<file path="src/rtl/d_ff_pkg.sv">
// Shared definitions for the valid-tagged register pipeline: width helpers and
// the {valid, data} stage record layout.
package d_ff_pkg;

    // Ceiling log2, minimum 1, so a counter of 0..value-1 always has at least one bit.
    function automatic int clog2(input int value);
        int r;
        r = 1;
        for (int i = 1; i < 31; i++) begin
            if ((1 << i) < value) begin
                r = i + 1;
            end
        end
        return r;
    endfunction

    // A stage record is WIDTH+1 bits wide with the valid tag in the MSB.
    function automatic int rec_width(input int width);
        return width + 1;
    endfunction

    function automatic int valid_idx(input int width);
        return width;
    endfunction

endpackage

</file>
<file path="src/rtl/d_ff_pipeline_if.sv">
// Bus bundle between an upstream controller (master) and the tagged pipeline (slave).
interface d_ff_pipeline_if
    import d_ff_pkg::*;
#(
    parameter int WIDTH = 8,
    parameter int DEPTH = 4
);
    localparam int OCC_W = clog2(DEPTH + 1);

    // Handshake: en, flush, in_valid and D are sampled on the rising clock. There is
    // no backpressure: a word offered while en=0 or flush=1 is dropped and the
    // upstream block retries. out_valid qualifies Q; occupancy counts valid stages.
    logic             en;
    logic             flush;
    logic             in_valid;
    logic [WIDTH-1:0] D;
    logic [WIDTH-1:0] Q;
    logic             out_valid;
    logic [OCC_W-1:0] occupancy;

    modport master (
        output en, flush, in_valid, D,
        input  Q, out_valid, occupancy
    );

    modport slave (
        input  en, flush, in_valid, D,
        output Q, out_valid, occupancy
    );

endinterface

</file>
<file path="src/rtl/d_ff_stage.sv">
// One pipeline stage: a {valid, data} register with async reset, enable and a
// valid-clear that leaves the data bits untouched.
module d_ff_stage
    import d_ff_pkg::*;
#(
    parameter int               WIDTH     = 8,
    parameter logic [WIDTH-1:0] RESET_VAL = '0
) (
    input  logic                       clk,
    input  logic                       rst,
    input  logic                       en,
    input  logic                       clr,
    input  logic [rec_width(WIDTH)-1:0] rec_in,
    output logic [rec_width(WIDTH)-1:0] rec_out
);
    localparam int VI = valid_idx(WIDTH);

    logic [WIDTH-1:0] data_d;
    logic [WIDTH-1:0] data_q;
    logic             valid_d;
    logic             valid_q;

    // Clear wins over enable, and only touches the tag.
    always_comb begin
        data_d  = data_q;
        valid_d = valid_q;
        if (clr) begin
            valid_d = 1'b0;
        end else if (en) begin
            data_d  = rec_in[WIDTH-1:0];
            valid_d = rec_in[VI];
        end
    end

    always_ff @(posedge clk or posedge rst) begin
        if (rst) begin
            data_q  <= RESET_VAL;
            valid_q <= 1'b0;
        end else begin
            data_q  <= data_d;
            valid_q <= valid_d;
        end
    end

    assign rec_out = {valid_q, data_q};

endmodule

</file>
<file path="src/rtl/d_ff_pipeline.sv">
// Fixed-latency, valid-tagged delay line of DEPTH stages with stall, flush and a
// registered occupancy count.
module d_ff_pipeline
    import d_ff_pkg::*;
#(
    parameter int               WIDTH        = 8,
    parameter int               DEPTH        = 4,
    parameter logic [WIDTH-1:0] RESET_VAL    = '0,
    parameter bit               GATE_INVALID = 1'b0
) (
    input  logic                 clk,
    input  logic                 rst,
    d_ff_pipeline_if.slave       bus
);
    localparam int RW    = rec_width(WIDTH);
    localparam int VI    = valid_idx(WIDTH);
    localparam int OCC_W = clog2(DEPTH + 1);
    localparam logic [OCC_W-1:0] OCC_MAX = OCC_W'(DEPTH);

    logic [RW-1:0] rec_out [DEPTH];
    logic          adv;
    logic          last_valid;
    logic [WIDTH-1:0] last_data;
    logic [OCC_W-1:0] occ_d;
    logic [OCC_W-1:0] occ_q;

    assign adv = bus.en && !bus.flush;

    for (genvar gi = 0; gi < DEPTH; gi++) begin : g_stage
        logic [RW-1:0] stage_in;
        if (gi == 0) begin : g_head
            assign stage_in = {bus.in_valid, bus.D};
        end else begin : g_body
            assign stage_in = rec_out[gi-1];
        end

        d_ff_stage #(
            .WIDTH     (WIDTH),
            .RESET_VAL (RESET_VAL)
        ) u_stage (
            .clk     (clk),
            .rst     (rst),
            .en      (adv),
            .clr     (bus.flush),
            .rec_in  (stage_in),
            .rec_out (rec_out[gi])
        );
    end

    assign last_valid = rec_out[DEPTH-1][VI];
    assign last_data  = rec_out[DEPTH-1][WIDTH-1:0];

    // Counter tracks entries and exits independently of the tags; the bounds
    // guards keep it from wrapping even if the two ever disagreed.
    always_comb begin
        occ_d = occ_q;
        if (bus.flush) begin
            occ_d = '0;
        end else if (bus.en) begin
            if (bus.in_valid && !last_valid && occ_q != OCC_MAX) begin
                occ_d = occ_q + 1'b1;
            end else if (!bus.in_valid && last_valid && occ_q != '0) begin
                occ_d = occ_q - 1'b1;
            end
        end
    end

    always_ff @(posedge clk or posedge rst) begin
        if (rst) begin
            occ_q <= '0;
        end else begin
            occ_q <= occ_d;
        end
    end

    assign bus.out_valid = last_valid;
    assign bus.occupancy = occ_q;
    assign bus.Q         = (GATE_INVALID && !last_valid) ? RESET_VAL : last_data;

endmodule
</file>
<file path="src/flat_wrapper.sv">
// flat-port wrapper written by rule: the top's interface ports become plain ports
module d_ff_pipeline_flat import d_ff_pkg::*;
#(
    parameter int               WIDTH        = 8,
    parameter int               DEPTH        = 4,
    parameter logic [WIDTH-1:0] RESET_VAL    = '0,
    parameter bit               GATE_INVALID = 1'b0
)
  (clk, rst, bus_en, bus_flush, bus_in_valid, bus_D, bus_Q, bus_out_valid, bus_occupancy);
  d_ff_pipeline_if #(.WIDTH(WIDTH), .DEPTH(DEPTH)) bus_i ();
  input  logic clk;
  input  logic rst;
  input wire logic [$bits(bus_i.en)-1:0] bus_en;
  input wire logic [$bits(bus_i.flush)-1:0] bus_flush;
  input wire logic [$bits(bus_i.in_valid)-1:0] bus_in_valid;
  input wire logic [$bits(bus_i.D)-1:0] bus_D;
  output wire logic [$bits(bus_i.Q)-1:0] bus_Q;
  output wire logic [$bits(bus_i.out_valid)-1:0] bus_out_valid;
  output wire logic [$bits(bus_i.occupancy)-1:0] bus_occupancy;
  assign bus_i.en = bus_en;
  assign bus_i.flush = bus_flush;
  assign bus_i.in_valid = bus_in_valid;
  assign bus_i.D = bus_D;
  assign bus_Q = bus_i.Q;
  assign bus_out_valid = bus_i.out_valid;
  assign bus_occupancy = bus_i.occupancy;
  d_ff_pipeline #(.WIDTH(WIDTH), .DEPTH(DEPTH), .RESET_VAL(RESET_VAL), .GATE_INVALID(GATE_INVALID)) u_core (.clk(clk), .rst(rst), .bus(bus_i));
endmodule
</file>
<file path="config.mk">
export PLATFORM = sky130hd
export DESIGN_NAME = d_ff_pipeline_flat
export DESIGN_NICKNAME = d
export VERILOG_FILES = /design/src/rtl/d_ff_pkg.sv /design/src/rtl/d_ff_pipeline_if.sv /design/src/rtl/d_ff_stage.sv /design/src/rtl/d_ff_pipeline.sv /design/src/flat_wrapper.sv
export SDC_FILE = /design/constraint.sdc
export NUM_CORES = 1
export LEC_CHECK = 0
export CORE_MARGIN = 2
export CORE_UTILIZATION = 56
export DETAILED_ROUTE_END_ITERATION = 8
export PLACE_DENSITY_LB_ADDON = 0.2
export SLEW_MARGIN = 25
export SYNTH_ARGS = -nofsm -noshare
export SYNTH_HDL_FRONTEND = slang
export SYNTH_SLANG_ARGS = --single-unit
</file>
<file path="constraint.sdc">
create_clock -name clk -period 4 [get_ports clk]
set_clock_uncertainty 0.15 [all_clocks]
set_input_delay 0.4 -clock clk [delete_from_list [all_inputs] [get_ports clk]]
set_output_delay 0.4 -clock clk [all_outputs]
set_load 0.05 [all_outputs]
</file>
## Yosys cells after proc, flatten, opt, wreduce, memory -nomap -nowiden

Index checks and enable logic that the tools add are counted.
Widths: inputs -> output; s select.

| word-level totals | value |
|---|---|
| flip-flop bits (word level) | 39 |
| latch bits | 0 |
| RAM bits | 0 |
| ROM bits | 0 |
| output and inout port bits | 12 |
| memories | 0 |

| cells by class | value |
|---|---|
| add/subtract/negate cells | 2 |
| multiply operators | 0 |
| divide/modulo/power cells | 0 |
| $lt $le $gt $ge | 0 |
| equality and inequality tests | 1 |
| shift-type cells | 0 |
| muxes and demuxes | 12 |
| bitwise operators | 1 |
| reduce and logical (&&, ||, !) cells | 14 |

Operators with widths:

| cell | count |
|---|---|
| $mux 3 | 4 |
| $mux 1 | 8 |
| $reduce_bool 3->1 | 2 |
| $logic_and 1x1->1 | 5 |
| $reduce_and 2->1 | 2 |
| $reduce_bool 2->1 | 2 |
| $add 3x1->3 const B | 1 |
| $logic_not 1->1 | 3 |
| $ne 3x3->1 const B | 1 |
| $sub 3x1->3 const B | 1 |
| $not 1->1 | 1 |

## Depth between registers and ports, before layout

Gate-level depths: netlist of the first run.

| logic depth | value |
|---|---|
| word-level depth | 7 |
| mapped depth | 6 |
| mapped depth without buffers | 6 |

## By module

From an unflattened synthesis of the first run, not the netlist that was laid out.

| unflattened totals | value |
|---|---|
| cell total of the unflattened synthesis | 115 |
| area total of the unflattened synthesis | 1,806.7 um^2 |

Modules (own cells, without submodules):

| module | times used | cells each | area each (um^2) |
|---|---|---|---|
| d_ff_stage | 4 | 23 | 395.4 |
| d_ff_pipeline | 1 | 23 | 225.2 |

## Least setup slack after synthesis of the first run

OpenSTA, ideal clock, no wires.

| timing path | value |
|---|---|
| path type | register to register |
| from | register u_core.g_stage[3].u_stage.valid_q |
| to | register u_core.occ_q[2] (netlist: u_core.bus.occupancy[2]) |
| setup time | 0.126 ns |
| data arrival time | 1.759 ns |
| data required time | 3.724 ns |
| slack | 1.965 ns |
| stages on the path, launching flop included | 6 |
| clock period less this slack | 2.035 ns |
| cells stage by stage | dfrtp_1 nand2b_1 a21oi_1 fa_1 xnor2_1 o311a_1 |

| on the way | value |
|---|---|
| word-level cells in the longest chain between the ends | 6 |
| elaborated cells on any way between the ends | 10 |
| those cells by class | 3 x mux; 7 x reduce/logical |

Ends and longest elaborated chain:

| what | RTL line | RTL |
|---|---|---|
| start, declared | d_ff_stage.sv:21 | `logic valid_q;` |
| start signal, assigned | d_ff_stage.sv:41 | `valid_q <= valid_d;` |
| $logic_not 1->1 | d_ff_pipeline.sv:60 | `if (bus.in_valid && !last_valid && occ_q != OCC_MAX) begin` |
| $logic_and 1x1->1 (2 in a row) | d_ff_pipeline.sv:60 |  |
| $mux 3 | d_ff_pipeline.sv:60 |  |
| $mux 3 | d_ff_pipeline.sv:59 | `end else if (bus.en) begin` |
| $mux 3 | d_ff_pipeline.sv:57 | `if (bus.flush) begin` |
| end signal, assigned | d_ff_pipeline.sv:70 | `occ_q <= '0;` |
| end signal, assigned | d_ff_pipeline.sv:72 | `occ_q <= occ_d;` |
| end, declared | d_ff_pipeline.sv:25 | `logic [OCC_W-1:0] occ_q;` |

Parallel ways exist; a longest one is shown, timed or not. The select of a mux whose other input is x is not followed.
A chain may end at the register's enable or synchronous reset.

## Worst setup path after layout of the first run

| timing path | value |
|---|---|
| from | input bus_en |
| to | register u_core.g_stage[1].u_stage.data_q[4] |

| on the way | value |
|---|---|
| word-level cells in the longest chain between the ends | 2 |

Ends and longest elaborated chain:

| what | RTL line | RTL |
|---|---|---|
| start, declared | flat_wrapper.sv:13 | `input wire logic [$bits(bus_i.en)-1:0] bus_en;` |
| $logic_and 1x1->1 | d_ff_pipeline.sv:27 | `assign adv = bus.en && !bus.flush;` |
| $reduce_and 2->1 (no line) | -- |  |
| end signal, assigned | d_ff_stage.sv:40 | `data_q <= data_d;` |
| end, declared | d_ff_stage.sv:19 | `logic [WIDTH-1:0] data_q;` |

Every way passes these cells.

==> flow_summary.yaml, run 1 <==
power:
  p_comb_share_pct: 30.6
  seq_power_share_pct: 47.7
  power.leakage_uw: 0.000833
  p_sw_share_pct: 31.8
  power.density_nw_per_um2: 584
  internal-power_uw: 768
  switchingPower_uw: 357
  finalPower_uw: 1130
  p_clk_share_pct: 21.8
  ir_drop_mv: 0.430
placed_design:
  place_area_um2: 1860
  placed_cells: 159
  preCtsSetupSlack_ns: 1.23
  port_buffers: 24
  gp_congestion: 0.693
  hpwl_um: 1540
grt:
  grt_max_degree: 21
  grt_pass1_wl_um: 3940
  first_global_vias: 883
  busiest_layer: "met2"
  met1_usage_pct: 21.3
  gr-usage-all-layers_pct: 16.2
  use_met2_pct: 23.7
  grt_use_met3_pct: 7.14
  antenna_found_initial: 0
  overflow: 0
logic_synthesis:
  syn_nets: 122
  yosys.area.top_type: "dfrtp_1"
  synthCells: 108
  syn-cell-area_um2: 1610
  synth_warnings: 0
  synthTopCellsByArea: "dfrtp_1 61%, mux2_2 17%, mux2_1 4.9%"
  ys_ff_latch: 39
  yosysTopAreaCellShare_pct: 60.6
  synth_seq_area_share_pct: 60.6
  synth.avg_cell_area_um2: 14.9
  synth_cell_types: 21
setup_path:
  slowest_delay_ns: 0.67
  crit_slowest_cell: "clkdlybuf4s50_1"
  critPathRequiredTime_ns: 4.08
  cp-start-kind: "input pin"
  path_buf_inv: 2
  path_delay_family: "buffers and inverters"
  cp_cell_sequence: "clkdlybuf4s50_1 > nor2b_2 > buf_4 > mux2_2"
  endpoint_kind: "register"
  cp_max_fo: 17
  crit_type: "in -> reg"
  arrival_ns: 2.46
routing:
  drtPass1Iterations: 3
  drcViolationCount: 0
  first_iter_violations: 15
  viasPerCell: 5.28
  wl_per_cell_um: 13.3
  wl_um: 2200
  final_antenna_net_count: 0
  vias: 877
sta:
  max_freq_ghz: 0.420
  worst_slack_ns: 1.62
  min_period_ns: 2.38
  finalHoldViolCount: 0
  min_period_over_period_pct: 59.6
  finalSetupViolCount: 0
  slew_headroom_pct: 51.3
  tightest_slew_ns: 0.729
  rsz0062_at_grt: "false"
  fin_setup_tns_ns: 0
  slew_violations: 0
floorplanning:
  coreArea_um2: 2730
  dieHeight_um: 57.6
  start_util_pct: 58.9
  num_io_pins: 25
  die_x_um: 57.6
  dieArea_um2: 3320
  rows: 19
clocking:
  cts_setup_buffers: 0
  cts_sinks: 39
  cts_resized: 0
  clk_latency_ns: 0.33
  cts_buffers: 5
  cts_tree: "yes"
  cts.path.max_buffers: 2
  ctsHoldBuffers: 0
  clk_pin_slew_ns: 0.10
  clock-root-buffer: "clkbuf_4"
  h-tree-depth: 2
layout:
  nets: 149
  area_growth_syn_to_layout_pct: 19.7
  stdcell_area_um2: 1930
  stdcell_count: 166
  n_antenna_cell: 0
  drive_above_1_share_pct: 25.9
run:
  cap_violations: 0
outcome:
  status: "completed"
hold_path:
  holdCritPathClass: "in -> async"
[power groups by stage]
stage	Combinational, µW	Sequential, µW	Clock (µW)
floorplan	119	664	0
global placement	341	540	0
detailed placement	349	546	0
CTS	349	537	255
global route	364	551	272
finish	344	536	245
[per-layer routing]
layer,vias up,wire length [µm]
met5,-,0
met4,0,46
met3,6,139
met2,19,1050
met1,436,967
li1,416,-
[logic make-up (layout without fill, tap and decap cells)]
group | after synthesis | in the layout | synth area share (%)
compound gates | 5 | 5 | 3.19
mux | 36 | 36 | 24.9
flops | 39 | 39 | 60.6
fa+ha+maj | 1 | 1 | 1.24
buf+inv | 11 | 38 | 4.35
simple gates | 11 | 11 | 3.03
xor+xnor | 5 | 5 | 2.72
[per-stage QoR]
stage	util (%)	hold WS [ns]
2_1_floorplan	-	0.302
3_3_place_gp	67.9	0.313
3_5_place_dp	67.9	0.318
4_1_cts	70.5	0.331
5_1_grt	70.5	0.357
6_report	70.5	0.321
[placed cells by master, fill, tap and decap left out, types with 2 or more instances in the layout]
| cell type | n |
|---|---|
| dfrtp_1 | 39 |
| mux2_2 | 25 |
| clkdlybuf4s50_1 | 24 |
| mux2_1 | 7 |
| nor2_1 | 7 |
| inv_1 | 5 |
| clkbuf_4 | 5 |
| mux2i_1 | 4 |
| xor2_1 | 3 |
| xnor2_1 | 2 |
| a21oi_1 | 2 |
| buf_4 | 2 |
[worst paths after layout]
kind	start	end	slack, ns	cells past startpoint
max	bus_en	u_core.g_stage[1].u_stage.data_q[4]$_DFFE_PP0P_	1.62	4
min	rst	u_core.bus.occupancy[1]$_DFFE_PP0P_	0.32	2
max reg2reg	u_core.bus.occupancy[1]$_DFFE_PP0P_	u_core.bus.occupancy[2]$_DFFE_PP0P_	2.17	5
min reg2reg	u_core.g_stage[2].u_stage.data_q[3]$_DFFE_PP0P_	u_core.g_stage[2].u_stage.data_q[3]$_DFFE_PP0P_	0.34	1
max in group asynchronous	rst	u_core.g_stage[0].u_stage.data_q[7]$_DFFE_PP0P_	2.65	3
min in group clk	u_core.g_stage[2].u_stage.data_q[3]$_DFFE_PP0P_	u_core.g_stage[2].u_stage.data_q[3]$_DFFE_PP0P_	0.34	1
[final cells by class]
type	instances	area, µm²
inverters	5	18.8
clock inverters	1	30.0
clock buffers	6	41.3
multi-input cells	58	567
flip-flops and latches	39	976
well taps	31	38.8
repair buffers	26	255
fillers	205	807
[synthesized netlist by cell type]
library cell   n
clkbuf_2       1
a21oi_1        2
xor2_1         3
o21ai_1        1
nand2b_1       1
buf_4          1
buf_2          1
or2_1          1
dfrtp_1       39
fa_1           1
nand2_1        1
buf_6          3
o311ai_4       1
nor2b_1        1
mux2_1         7
xnor2_1        2
mux2i_1        4
nor2_1         7
o311a_1        1
inv_1          5
mux2_2        25
[worst reg2reg max path: cells and delay by family (launching register included)]
kind	cells	cell delay, ns
flops	1	0.46
compound gates	2	0.38
simple gates	1	0.16
fa+ha+maj	1	0.42
xor+xnor	1	0.15
[registers in the layout, indices dropped and copies added, names as in the netlist]
name,cells
u_core.bus.occupancy,3
u_core.g_stage.u_stage.valid_q,4
u_core.g_stage.u_stage.data_q,32
(Power assumes the default switching activity.)
==> run 2: changes to the inputs <==
--- a/config.mk
+++ b/config.mk
@@ -6,7 +6,7 @@
 export NUM_CORES = 1
 export LEC_CHECK = 0
 export CORE_MARGIN = 2
-export CORE_UTILIZATION = 56
+export CORE_UTILIZATION = 52
 export DETAILED_ROUTE_END_ITERATION = 8
 export PLACE_DENSITY_LB_ADDON = 0.2
 export SLEW_MARGIN = 25
==> constraint.sdc (replaced) <==
create_clock -name clk -period 2.3 [get_ports clk]
set_clock_uncertainty 0.15 [all_clocks]
set_input_delay 0.23 -clock clk [delete_from_list [all_inputs] [get_ports clk]]
set_output_delay 0.23 -clock clk [all_outputs]
set_load 0.05 [all_outputs]
==> flow_summary.yaml, run 2 (synthesis gave the netlist of run 1 again) <==
hold_path:
  holdCritPathClass: "in -> async"
clocking:
  cts.path.max_buffers: 2
  cts_resized: 0
  clock-root-buffer: "clkbuf_4"
  clk_latency_ns: 0.34
  clk_pin_slew_ns: 0.11
  cts_tree: "yes"
  h-tree-depth: 2
  ctsHoldBuffers: 0
  cts_sinks: 39
  cts_buffers: 5
  cts_setup_buffers: 0
setup_path:
  arrival_ns: 1.63
  r2r_cells: 5
  critPathRequiredTime_ns: 1.92
  path_delay_family: "buffers and inverters"
  crit_slowest_cell: "clkdlybuf4s50_1"
  cp_cell_sequence: "clkdlybuf4s50_1"
  crit_type: "reg -> out"
  path_buf_inv: 1
  path_depth: 1
  slowest_delay_ns: 0.84
  cp-start-kind: "register"
  cp_max_fo: 5
  endpoint_kind: "primary output"
layout:
  final_core_util_pct: 64.8
  final_cell_mix: "39 x dfrtp_1, 25 x mux2_2, 24 x clkdlybuf4s50_1, 7 x mux2_1, 7 x nor2_1"
  area_growth_syn_to_layout_pct: 20.9
  stdcell_area_um2: 1950
  register_area_um2: 976
  drive_above_1_share_pct: 27.0
  max_flop_register: "u_core.g_stage.u_stage.data_q"
  largest_reg_flops: 32
  n_antenna_cell: 0
  multi_input_area_um2: 567
  nets: 150
  n_fill_cell: 256
  final_common_cell: "dfrtp_1"
  stdcell_count: 170
floorplanning:
  dieArea_um2: 3560
  die_x_um: 59.7
  start_util_pct: 53.6
  dieHeight_um: 59.7
  rows: 20
  num_io_pins: 25
  coreArea_um2: 3000
routing:
  drtPass1Iterations: 2
  final_antenna_net_count: 0
  viasPerCell: 5.18
  wl_um: 2300
  vias: 880
  drcViolationCount: 0
  wl_per_cell_um: 13.5
  first_iter_violations: 27
power:
  power.density_nw_per_um2: 987
  ir_drop_mv: 0.513
  power.leakage_uw: 0.000841
  finalPower_uw: 1920
placed_design:
  port_buffers: 24
  place_area_um2: 1880
  gp_congestion: 0.734
  placed_cells: 162
  hpwl_um: 1520
grt:
  grt_max_degree: 40
  antenna_found_initial: 0
  gr-usage-all-layers_pct: 15.4
  grt_pass1_wl_um: 3860
  overflow: 0
  first_global_vias: 911
sta:
  slew_headroom_pct: 66.6
  slew_violations: 0
  min_period_ns: 2.01
  max_freq_ghz: 0.498
  fin_setup_tns_ns: 0
  finalSetupViolCount: 0
  rsz0062_at_grt: "false"
  min_period_over_period_pct: 87.3
  tightest_slew_ns: 0.500
  finalHoldViolCount: 0
outcome:
  status: "completed"
run:
  cap_violations: 0
==> run 2: changes by cell type in the layout (fill, tap and decap cells not counted) <==
cell,previous run,this run
clkbuf_8,0,2
buf_12,0,1
bufinv_16,1,0
==> run 2: final timing paths <==
check | startpoint | to | slack (ns)
max | u_core.bus.occupancy[1]$_DFFE_PP0P_ | bus_occupancy[1] | 0.29
min | rst | u_core.g_stage[2].u_stage.data_q[5]$_DFFE_PP0P_ | 0.15
max reg2reg | u_core.g_stage[3].u_stage.valid_q$_DFFE_PP0P_ | u_core.bus.occupancy[1]$_DFFE_PP0P_ | 0.48
min reg2reg | u_core.g_stage[2].u_stage.data_q[3]$_DFFE_PP0P_ | u_core.g_stage[2].u_stage.data_q[3]$_DFFE_PP0P_ | 0.34
max in group asynchronous | rst | u_core.g_stage[3].u_stage.data_q[7]$_DFFE_PP0P_ | 1.52
min in group clk | bus_D[0] | u_core.g_stage[0].u_stage.data_q[0]$_DFFE_PP0P_ | 0.34
==> run 2: power breakdown <==
part / total, µW / switching (µW) / internal, µW
sequential: 935 / 83.7 / 851
clock: 382 / 202 / 180
combinational: 606 / 341 / 264
==> run 2: metal layers <==
| layer | GRT usage [%] | vias to the layer above | routed length (µm) |
|---|---|---|---|
| met2 | 25.0 | 19 | 1100 |
| met1 | 17.7 | 437 | 1050 |
| met5 | 0 | - | 0 |
| met4 | 7.62 | 0 | 44 |
| met3 | 5.84 | 5 | 99 |
| li1 | - | 419 | - |
==> run 2: metrics by stage <==
step / hold slack, ns / worst slack [ns]
floorplan: 0.215 / 0.265
CTS: 0.144 / 0.257
global placement: 0.313 / 0.268
global route: 0.173 / 0.222
detailed placement: 0.324 / 0.206
finish: 0.146 / 0.291
==> run 2: layout make-up <==
type	count	share of cell area, %
Multi-Input combinational cell	58	29.1
Timing Repair Buffer	27	14.1
Sequential cell	39	50.1
Tap cell	33	2.12
Clock buffer	8	3.53
Inverter	5	0.964
==> run 2: tightest hold or removal path, cell delays in order <==
cell	delay [ns]
clkdlybuf4s50_1	0.39
inv_1	0.05
buf_4	0.41
==> run 3: changes to the inputs <==
--- a/config.mk
+++ b/config.mk
@@ -5,6 +5,7 @@
 export SDC_FILE = /design/constraint.sdc
 export NUM_CORES = 1
 export LEC_CHECK = 0
+export CORE_ASPECT_RATIO = 0.75
 export CORE_MARGIN = 2
 export CORE_UTILIZATION = 52
 export DETAILED_ROUTE_END_ITERATION = 8
==> flow_summary.yaml, run 3 (synthesis gave the netlist of run 1 again) <==
clocking:
  clk_pin_slew_ns: 0.07
  cts.path.max_buffers: 2
  cts_setup_buffers: 0
  cts_buffers: 5
  cts_resized: 0
  cts_tree: "yes"
  clock-root-buffer: "clkbuf_8"
  cts_sinks: 39
  h-tree-depth: 2
  clk_latency_ns: 0.28
  ctsHoldBuffers: 0
setup_path:
  timing.rr.start: "u_core.g_stage[3].u_stage.valid_q$_DFFE_PP0P_"
  slowest_delay_ns: 0.84
  cp_cell_sequence: "clkdlybuf4s50_1"
  arrival_ns: 1.57
  crit_slowest_cell: "clkdlybuf4s50_1"
  critPathRequiredTime_ns: 1.92
  worstSetupStartpoint: "u_core.bus.occupancy[1]$_DFFE_PP0P_"
  crit_type: "reg -> out"
  path_delay_family: "buffers and inverters"
  r2r_cells: 5
  cp-start-kind: "register"
  path_buf_inv: 1
  path_depth: 1
  endpoint_kind: "primary output"
  cp_max_fo: 5
layout:
  area_growth_syn_to_layout_pct: 21.5
  n_antenna_cell: 0
  final_common_cell: "dfrtp_1"
  nets: 150
  final_core_util_pct: 66.2
  stdcell_area_um2: 1960
  drive_above_1_share_pct: 25.9
  final_cell_mix: "39 x dfrtp_1, 25 x mux2_2, 24 x clkdlybuf4s50_1, 7 x mux2_1, 7 x nor2_1"
  max_flop_register: "u_core.g_stage.u_stage.data_q"
  largest_reg_flops: 32
placed_design:
  place_area_um2: 1880
  hpwl_um: 1630
  port_buffers: 24
  gp_congestion: 0.813
  preCtsSetupSlack_ns: 0.158
sta:
  min_period_ns: 1.95
  min_period_over_period_pct: 85.0
  whs_ns: 0.211
  rsz0062_at_grt: "false"
  max_freq_ghz: 0.512
  finalHoldViolCount: 0
  fin_setup_tns_ns: 0
  finalSetupViolCount: 0
  worst_slack_ns: 0.345
  slew_headroom_pct: 66.4
  slew_violations: 0
  tightest_slew_ns: 0.502
power:
  ir_drop_mv: 0.557
  power.density_nw_per_um2: 998
  power.leakage_uw: 0.000840
grt:
  grt_pass1_wl_um: 4060
  grt_use_met3_pct: 5.16
  use_met2_pct: 24.3
  gr-usage-all-layers_pct: 16.5
  antenna_found_initial: 0
  first_global_vias: 893
  busiest_layer: "met2"
  grt_max_degree: 40
  overflow: 0
  met1_usage_pct: 21.4
floorplanning:
  start_util_pct: 54.5
  dieArea_um2: 3560
  num_io_pins: 25
  rows: 17
  die_x_um: 68.3
  coreArea_um2: 2960
  dieHeight_um: 52.2
routing:
  vias: 884
  viasPerCell: 5.11
  final_antenna_net_count: 0
  drcViolationCount: 0
  first_iter_violations: 35
  wl_um: 2420
  drtPass1Iterations: 3
  wl_per_cell_um: 14.0
outcome:
  status: "completed"
hold_path:
  holdCritPathClass: "in -> async"
run:
  cap_violations: 0
## run 3: worst paths after layout
kind,to,slack [ns]
max in group asynchronous,u_core.g_stage[1].u_stage.data_q[3]$_DFFE_PP0P_,1.46
min in group clk,u_core.g_stage[2].u_stage.data_q[4]$_DFFE_PP0P_,0.33
setup reg to reg,u_core.bus.occupancy[1]$_DFFE_PP0P_,0.47
hold / removal,u_core.g_stage[0].u_stage.data_q[1]$_DFFE_PP0P_,0.21
setup / recovery,bus_occupancy[1],0.35
hold reg to reg,u_core.g_stage[2].u_stage.data_q[4]$_DFFE_PP0P_,0.33
## run 3: through the flow
step | total power [µW] | cells
5_1_grt | 2050 | 173
6_report | 1950 | 173
2_1_floorplan | 1360 | 108
3_3_place_gp | 1540 | 167
3_5_place_dp | 1560 | 167
4_1_cts | 1980 | 173
## run 3: final cells by class
class,count,area [µm²]
inverter,5,18.8
fill,212,1000
sequential,39,976
clock buffer,6,72.6
multi-input combinational,58,567
timing repair buffer,27,275
tap,38,47.5
## run 3: power by group
| part | internal, µW | switching (µW) |
|---|---|---|
| Sequential | 853 | 84.8 |
| Combinational | 265 | 342 |
| Clock | 202 | 207 |
| Total | 1320 | 634 |
## run 3: per-layer routing
layer  vias up  wire (µm)
li1        424          -
met1       440       1160
met2        15       1130
met5         -          0
met3         5         89
met4         0         41
